[config.mk]
export PLATFORM = sky130hd
export DESIGN_NAME = pipeline_ctrl
export DESIGN_NICKNAME = d
export VERILOG_FILES = /design/src/rtl/pipe_pkg.sv /design/src/rtl/sat_counter16.sv /design/src/rtl/pipeline_ctrl.sv
export SDC_FILE = /design/constraint.sdc
export NUM_CORES = 1
export LEC_CHECK = 0
export CAP_MARGIN = 20
export CORE_MARGIN = 2
export CORE_UTILIZATION = 52
export CTS_CLUSTER_DIAMETER = 80
export CTS_CLUSTER_SIZE = 16
export DETAILED_ROUTE_END_ITERATION = 16
export PLACE_DENSITY = 0.79
export SETUP_SLACK_MARGIN = 0.02
export SYNTH_ARGS = -nofsm -noshare
export SYNTH_HDL_FRONTEND = slang
export SYNTH_SLANG_ARGS = --single-unit
export TNS_END_PERCENT = 50
[constraint.sdc]
create_clock -name clk -period 2.3 [get_ports clk]
set_input_delay 0.46 -clock clk [delete_from_list [all_inputs] [get_ports clk]]
set_output_delay 0.46 -clock clk [all_outputs]
set_load 0.02 [all_outputs]
[src/rtl/pipe_pkg.sv]
// Shared definitions for the pipeline controller: state encoding, HLT opcode
// and the default number of stages drained behind ID after a halt.
package pipe_pkg;

    typedef enum logic [1:0] {
        ST_RUN    = 2'b00,
        ST_DRAIN  = 2'b01,
        ST_HALTED = 2'b10
    } pipe_state_t;

    localparam logic [3:0] OP_HLT          = 4'hF;
    localparam int         DRAIN_DEPTH_DEF = 3;
    localparam int         DRAIN_CNT_W     = 8;

endpackage

[src/rtl/sat_counter16.sv]
// 16-bit event counter that sticks at all-ones instead of wrapping.
module sat_counter16 (
    input  logic        clk,
    input  logic        rst,
    input  logic        inc,
    output logic [15:0] count
);

    always_ff @(posedge clk) begin
        if (rst) begin
            count <= 16'h0000;
        end else if (inc && (count != 16'hFFFF)) begin
            count <= count + 16'h0001;
        end
    end

endmodule

[src/rtl/pipeline_ctrl.sv]
// Pipeline register write-enable/flush sequencing with halt drain and
// saturating stall/flush/miss performance counters.
//
//   state  | meaning
//   RUN    | normal issue; hazards, branches, misses resolved by priority
//   DRAIN  | HLT seen in ID; fetch frozen while older stages retire
//   HALTED | pipeline empty, everything frozen until reset
module pipeline_ctrl
    import pipe_pkg::*;
#(
    parameter int DRAIN_DEPTH = DRAIN_DEPTH_DEF
) (
    input  logic        clk,
    input  logic        rst,
    input  logic        hz_stall,
    input  logic        fd_branchtaken,
    input  logic        fd_halt,
    input  logic        ic_miss,
    input  logic        dc_miss,
    output logic        pc_we,
    output logic        fd_we,
    output logic        fd_flush,
    output logic        dx_we,
    output logic        dx_flush,
    output logic        xm_we,
    output logic        mw_we,
    output logic        mw_flush,
    output logic        halted,
    output logic [15:0] stall_cnt,
    output logic [15:0] flush_cnt,
    output logic [15:0] miss_cnt
);

    localparam logic [DRAIN_CNT_W-1:0] DRAIN_LOAD = DRAIN_CNT_W'(DRAIN_DEPTH);

    pipe_state_t            state, state_nxt;
    logic [DRAIN_CNT_W-1:0] drain_cnt, drain_cnt_nxt;
    logic                   stall_inc, flush_inc, miss_inc;

    always_ff @(posedge clk) begin
        if (rst) begin
            state     <= ST_RUN;
            drain_cnt <= '0;
        end else begin
            state     <= state_nxt;
            drain_cnt <= drain_cnt_nxt;
        end
    end

    always_comb begin
        state_nxt     = state;
        drain_cnt_nxt = drain_cnt;
        pc_we         = 1'b0;
        fd_we         = 1'b0;
        fd_flush      = 1'b0;
        dx_we         = 1'b0;
        dx_flush      = 1'b0;
        xm_we         = 1'b0;
        mw_we         = 1'b0;
        mw_flush      = 1'b0;
        halted        = 1'b0;
        stall_inc     = 1'b0;
        flush_inc     = 1'b0;
        miss_inc      = 1'b0;

        if (rst) begin
            fd_flush = 1'b1;
            dx_flush = 1'b1;
            mw_flush = 1'b1;
        end else begin
            unique case (state)
                ST_RUN: begin
                    if (dc_miss) begin
                        mw_we    = 1'b1;
                        mw_flush = 1'b1;
                        miss_inc = 1'b1;
                    end else if (hz_stall) begin
                        // bubble enters EX while IF/ID holds the dependent instruction
                        dx_we     = 1'b1;
                        dx_flush  = 1'b1;
                        xm_we     = 1'b1;
                        mw_we     = 1'b1;
                        stall_inc = 1'b1;
                    end else if (fd_branchtaken) begin
                        // fetch is wrong-path, so a pending icache miss is irrelevant
                        pc_we     = 1'b1;
                        fd_we     = 1'b1;
                        fd_flush  = 1'b1;
                        dx_we     = 1'b1;
                        xm_we     = 1'b1;
                        mw_we     = 1'b1;
                        flush_inc = 1'b1;
                    end else if (fd_halt || ic_miss) begin
                        fd_we    = 1'b1;
                        fd_flush = 1'b1;
                        dx_we    = 1'b1;
                        xm_we    = 1'b1;
                        mw_we    = 1'b1;
                        if (fd_halt) begin
                            state_nxt     = ST_DRAIN;
                            drain_cnt_nxt = DRAIN_LOAD;
                        end else begin
                            miss_inc = 1'b1;
                        end
                    end else begin
                        pc_we = 1'b1;
                        fd_we = 1'b1;
                        dx_we = 1'b1;
                        xm_we = 1'b1;
                        mw_we = 1'b1;
                    end
                end

                ST_DRAIN: begin
                    if (dc_miss) begin
                        mw_we    = 1'b1;
                        mw_flush = 1'b1;
                        miss_inc = 1'b1;
                    end else begin
                        fd_we    = 1'b1;
                        fd_flush = 1'b1;
                        dx_we    = 1'b1;
                        xm_we    = 1'b1;
                        mw_we    = 1'b1;
                        if (drain_cnt <= DRAIN_CNT_W'(1)) begin
                            drain_cnt_nxt = '0;
                            state_nxt     = ST_HALTED;
                        end else begin
                            drain_cnt_nxt = drain_cnt - DRAIN_CNT_W'(1);
                        end
                    end
                end

                ST_HALTED: begin
                    halted = 1'b1;
                end

                default: begin
                    state_nxt     = ST_RUN;
                    drain_cnt_nxt = '0;
                end
            endcase
        end
    end

    sat_counter16 u_stall_cnt (.clk(clk), .rst(rst), .inc(stall_inc), .count(stall_cnt));
    sat_counter16 u_flush_cnt (.clk(clk), .rst(rst), .inc(flush_inc), .count(flush_cnt));
    sat_counter16 u_miss_cnt  (.clk(clk), .rst(rst), .inc(miss_inc),  .count(miss_cnt));

endmodule

=== Word-level counts from Yosys, hierarchy flattened ===
Index checks and enable logic that the tools add are counted.

* $add $sub $neg: 4
* Muxes and demuxes: 59
* Order comparisons: 1
* Equal/unequal tests: 12
* Bitwise logic cells: 1
* Reduce and logical (&&, ||, !) cells: 8

{| class="wikitable"
|+ Operators by type and width
! operator !! number
|-
| 2-to-1 mux 8 bit || 7
|-
| adder 16 x 1 -> 16 bit (second input constant) || 3
|-
| inequality test 16 bit (second input constant) || 3
|-
| 2-to-1 mux 1 bit || 40
|-
| one-hot mux 8 bit (3 select lines) || 1
|-
| 2-to-1 mux 2 bit || 7
|-
| inequality test 2 bit (second input constant) || 7
|-
| less-or-equal comparator 8 x 1 -> 1 bit (second input constant) || 1
|-
| AND reduction 8 bit || 1
|-
| subtractor 8 x 1 -> 8 bit (second input constant) || 1
|-
| AND reduction 7 bit || 1
|-
| one-hot mux 1 bit (2 select lines) || 3
|-
| one-hot mux 2 bit (3 select lines) || 1
|-
| logical AND 1 bit || 3
|-
| == test 2 x 1 -> 1 bit (second input constant) || 1
|-
| == test 2 bit (second input constant) || 1
|-
| zero test 2 bit || 1
|-
| OR reduction 2 bit || 1
|-
| logical OR 1 bit || 1
|-
| inverter 1 bit || 1
|}

* Output and inout port bits: 57
* Flip-flop bits (word level): 58
* Input port bits: 7
* Logic and storage cells: 90

=== Depth between registers and ports, before layout ===
* Depth in word-level cells: 8
* Gate-level depth with buffers: 7
* Mapped depth without buffers: 6

=== Hierarchy ===
From an unflattened synthesis, not the netlist that was laid out.

* Cell total of the unflattened synthesis: 383
* Area, all modules: 3,221.8 µm²

{| class="wikitable"
|+ By module, submodules not included
! module !! times used !! seq. area each (µm²) !! area an instance (µm²) !! cells an instance
|-
| sat_counter16 || 3 || 320.3 || 848.3 || 99
|-
| pipeline_ctrl || 1 || 200.2 || 676.9 || 86
|}

=== Worst setup path after synthesis ===
No wires, ideal clock.

* Path kind: input to output
* Start point: in rst
* End point: out fd_we
* Arrival time: 1.971 ns
* Stages on the path: 4
* Required time: 1.840 ns
* Path buffers: 2
* Slack: -0.131 ns
* Path through: buf_2 > buf_1 > nor3_1 > a21boi_0

* Word-level cells in the longest chain between the ends: 1

{| class="wikitable"
|+ Ends and longest elaborated chain
! what !! RTL line !! RTL
|-
| start, declared || pipeline_ctrl.sv:14 || <nowiki>input logic rst,</nowiki>
|-
| 2-to-1 mux 1 bit || pipeline_ctrl.sv:66 || <nowiki>if (rst) begin</nowiki>
|-
| end, declared || pipeline_ctrl.sv:21 || <nowiki>output logic fd_we,</nowiki>
|}

Every way passes these cells.

=== Final worst setup path ===
* Start point: in fd_halt
* End point: reg u_miss_cnt.count[5]

* Word-level cells in the longest chain between the ends: 8
* Elaborated cells on any way between the ends: 9
* Classes of those cells: 7 x mux; 2 x reduce/logical

{| class="wikitable"
|+ Ends and longest elaborated chain
! what !! RTL line !! RTL
|-
| start, declared || pipeline_ctrl.sv:17 || <nowiki>input logic fd_halt,</nowiki>
|-
| 2-to-1 mux 1 bit or logical OR 1 bit (tied branches) || pipeline_ctrl.sv:99, pipeline_ctrl.sv:93 ||
|-
| 2-to-1 mux 1 bit (*) || pipeline_ctrl.sv:93 || <nowiki>end else if (fd_halt || ic_miss) begin</nowiki>
|-
| 2-to-1 mux 1 bit (*) || pipeline_ctrl.sv:84 || <nowiki>end else if (fd_branchtaken) begin</nowiki>
|-
| 2-to-1 mux 1 bit (*) || pipeline_ctrl.sv:77 || <nowiki>end else if (hz_stall) begin</nowiki>
|-
| 2-to-1 mux 1 bit (*) || pipeline_ctrl.sv:73 || <nowiki>if (dc_miss) begin</nowiki>
|-
| one-hot mux 1 bit (2 select lines) (*) || pipeline_ctrl.sv:71 || <nowiki>unique case (state)</nowiki>
|-
| 2-to-1 mux 1 bit (*) || pipeline_ctrl.sv:66 ||
|-
| logical AND 1 bit (*) || sat_counter16.sv:12 || <nowiki>end else if (inc && (count != 16'hFFFF)) begin</nowiki>
|-
| end signal, assigned || sat_counter16.sv:13 || <nowiki>count <= count + 16'h0001;</nowiki>
|-
| end, declared || sat_counter16.sv:6 || <nowiki>output logic [15:0] count</nowiki>
|}

Mark *: on every way between the ends. The rest lies on a longest branch, timed or not.
A chain may end at the register's enable or synchronous reset.

==> results by group <==
Run status
  • Status: finished, final reports clean

Place
  • Pre-CTS setup slack: -0.293 ns
  • Placed Area: 0.00416 mm^2
  • Routability cong.: 0.807
  • Placed Cells: 535
  • IO Port Bufs: 63
  • HPWL Detailed: 5720 um

Floorplanning
  • Ports: 64
  • CORE AREA: 0.00599 mm^2
  • Cell Rows: 28
  • Die Y: 83.0 um
  • Full die area: 0.00688 mm^2
  • Initial Util: 0.541
  • Die width: 83.0 um

Critical path
  • Worst Path Required: 2.53 ns
  • Crit Path Class: input port to flip-flop
  • Max FO, Critical Path: 18
  • Crit end category: flip-flop
  • Worst Reg-to-Reg Cells: 4
  • Critical Path Start Type: input port
  • Worst EP arrival: 2.45 ns

Drt
  • TritonRoute pass-1 iters: 4
  • Wire length per cell: 14.8 um
  • Routed vias/inst: 6.02
  • DRC: 0
  • DRT Wirelength: 8170 um
  • Routed vias: 3318
  • Initial drt markers: 185
  • Routed Antenna Nets: 0

Power and ir drop
  • Power per cell area: 510 mW/mm^2
  • Pleak: 1.49 nW
  • Overall Power: 2.22 mW
  • Worst VDD drop: 0.374 mV

GRT
  • Initial antenna violation count: 0
  • Total gr overflow: 0
  • Largest net degree at the start of global routing: 54
  • Total track usage: 0.235
  • Vias in the first global route: 3015
  • First-pass GRT wire length: 13600 um

Yosys
  • Synth cell types: 59
  • Synthesized area: 0.00324 mm^2
  • Number of synthesized flops with an enable pin: 0
  • Post-synth net total: 390
  • Total number of yosys warnings: 0
  • Mean Syn Cell Area: 8.58 um^2
  • Synth Register Bits: 58
  • Async set or reset register ratio after synthesis: 0
  • Sequential area share after synthesis: 0.358
  • Top_reg_cell synth: dfxtp_1
  • Post-synthesis cell count: 378

Clocking
  • Max clock buf depth: 2
  • Clk sinks: 58
  • Post-CTS setup buffer count: 0
  • CTS Hold Bufs: 0
  • Skew-Pair Late Insertion Delay: 0.34 ns
  • CTS Buf Count: 9
  • CTS tree: yes
  • Htree depth: 3
  • Reg clk slew, reported paths: 0.08 ns
  • CTS root buffer: clkbuf_8

Final layout
  • Layout fillers: 473
  • Nets: 483
  • Synth-to-layout area growth: 34.0%
  • ANT cells: 0
  • Final non-filler cell total: 551
  • Share of cells above drive strength 1: 0.162
  • Final core occ: 0.725
  • Cell area after layout: 0.00434 mm^2

Timing
  • Tcrit/Tclk final: 0.963
  • Final Hold Fails: 0
  • Skew final: 0.00863 ns
  • Tightest Pin Transition: 0.542 ns
  • Final setup violation count: 0
  • Period minus WS final: 2.22 ns
  • Final WS setup: 0.0846 ns
  • RSZ-0062 raised after global routing: true
  • Fmax: 0.451 GHz
  • Slew Limit Headroom: 0.635
  • Max-slew violation count: 0

Run
  • Max Cap Viol: 0

Hold path
  • WHS Path Cells: 3
  • Worst hold path class: input port to flip-flop
[layout by cell type (no fill, tap or decap), types with 4 or more instances in the layout]
cell type,n
nor4_1,12
inv_1,8
or4_1,14
or3_1,10
clkbuf_8,9
nor2_1,27
nor3_1,10
a31oi_1,4
o21ai_0,13
and3_1,4
a211oi_1,5
mux2_2,8
nand2_1,26
dlygate4sd2_1,5
a21oi_1,25
mux2_1,4
clkdlybuf4s50_1,53
buf_4,35
nand4_1,14
nand3_1,18
ha_1,5
and4_1,8
o41ai_1,6
nor2b_1,14
dfxtp_1,58
xor2_1,4
o31ai_1,16
[worst max-delay path: stages]
cell and delay (ns):
clkdlybuf4s50_1 0.43, or4b_4 0.53, o22a_4 0.29, nor4_1 0.38
mux2_1 0.36
[stage by stage]
stage               hold WS, ns  TNS, ns
detailed placement        0.483    -5.06
floorplan                 0.459        0
global placement          0.478    -3.93
CTS                       0.478        0
finish                    0.491        0
global route              0.498        0
[logic make-up after synthesis]
kind of cell | after synthesis | synth area share
simple gates | 175 | 0.324
fa+ha+maj | 5 | 0.0193
buf+inv | 26 | 0.0374
mux | 14 | 0.0478
compound gates | 96 | 0.203
flops | 58 | 0.358
xor+xnor | 4 | 0.0108
[report_power, final]
group | switching (mW) | internal [mW] | total [mW]
combinational | 0.131 | 0.111 | 0.242
clock | 0.437 | 0.497 | 0.934
sequential | 0.0207 | 1.02 | 1.04
[flip-flops by register name, indices dropped and copies added (netlist names)]
signal / count
u_miss_cnt.count: 16
drain_cnt: 8
u_flush_cnt.count: 16
state: 2
u_stall_cnt.count: 16
[Yosys cell counts, types with 2 or more instances]
master | n | share of area
a211oi_1 | 5 | 0.012
a21boi_0 | 2 | 0.0046
a21oi_1 | 25 | 0.039
a31oi_1 | 4 | 0.0077
a32o_1 | 2 | 0.0062
and3_1 | 4 | 0.0077
and4_1 | 8 | 0.022
buf_1 | 5 | 0.0058
buf_2 | 4 | 0.0062
buf_6 | 2 | 0.0069
clkbuf_1 | 5 | 0.0058
dfxtp_1 | 58 | 0.36
ha_1 | 5 | 0.019
inv_1 | 8 | 0.0093
mux2_1 | 4 | 0.014
mux2_2 | 8 | 0.028
mux2i_1 | 2 | 0.0062
nand2_1 | 26 | 0.030
nand3_1 | 18 | 0.028
nand4_1 | 14 | 0.027
nor2_1 | 27 | 0.031
nor2b_1 | 14 | 0.027
nor3_1 | 11 | 0.017
nor3_2 | 2 | 0.0062
nor4_1 | 12 | 0.023
nor4b_1 | 2 | 0.0054
nor4b_2 | 2 | 0.0093
o2111ai_1 | 2 | 0.0054
o211ai_1 | 3 | 0.0069
o21a_1 | 3 | 0.0069
o21ai_0 | 13 | 0.020
o311ai_0 | 3 | 0.0081
o311ai_1 | 2 | 0.0054
o31a_1 | 2 | 0.0054
o31ai_1 | 16 | 0.037
o41ai_1 | 6 | 0.016
or3_1 | 10 | 0.019
or4_1 | 14 | 0.032
or4b_4 | 2 | 0.0085
xor2_1 | 4 | 0.011
[worst paths after layout]
check | startpoint | to | slack [ns]
setup / recovery | fd_halt | u_miss_cnt.count[5] | 0.08
setup reg to reg | state[1] | u_miss_cnt.count[5] | 0.23
hold reg to reg | drain_cnt[7] | drain_cnt[7] | 0.50
hold / removal | rst | state[1] | 0.49
[layout make-up]
type	count	area, um^2	share of cell area
clock buffer	9	124	0.0285
clock inverter	7	70.1	0.0161
inverter	9	33.8	0.00778
multi-input combinational	294	1970	0.452
sequential	58	1160	0.267
tap	75	93.8	0.0216
timing repair buffer	99	896	0.206
[routing by layer]
| metal | vias up | wire length, um | track usage |
|---|---|---|---|
| met4 | 0 | 88 | 0.0730 |
| met5 | - | 0 | 0 |
| met2 | 56 | 3920 | 0.400 |
| met1 | 1576 | 3900 | 0.293 |
| li1 | 1678 | - | - |
| met3 | 8 | 261 | 0.0567 |
[timing repair]
action                                  CTS  global route
pin swaps                                 0             0
resized for setup                        10             5
endpoints found under the setup margin    8             4
(Power assumes the default switching activity.)
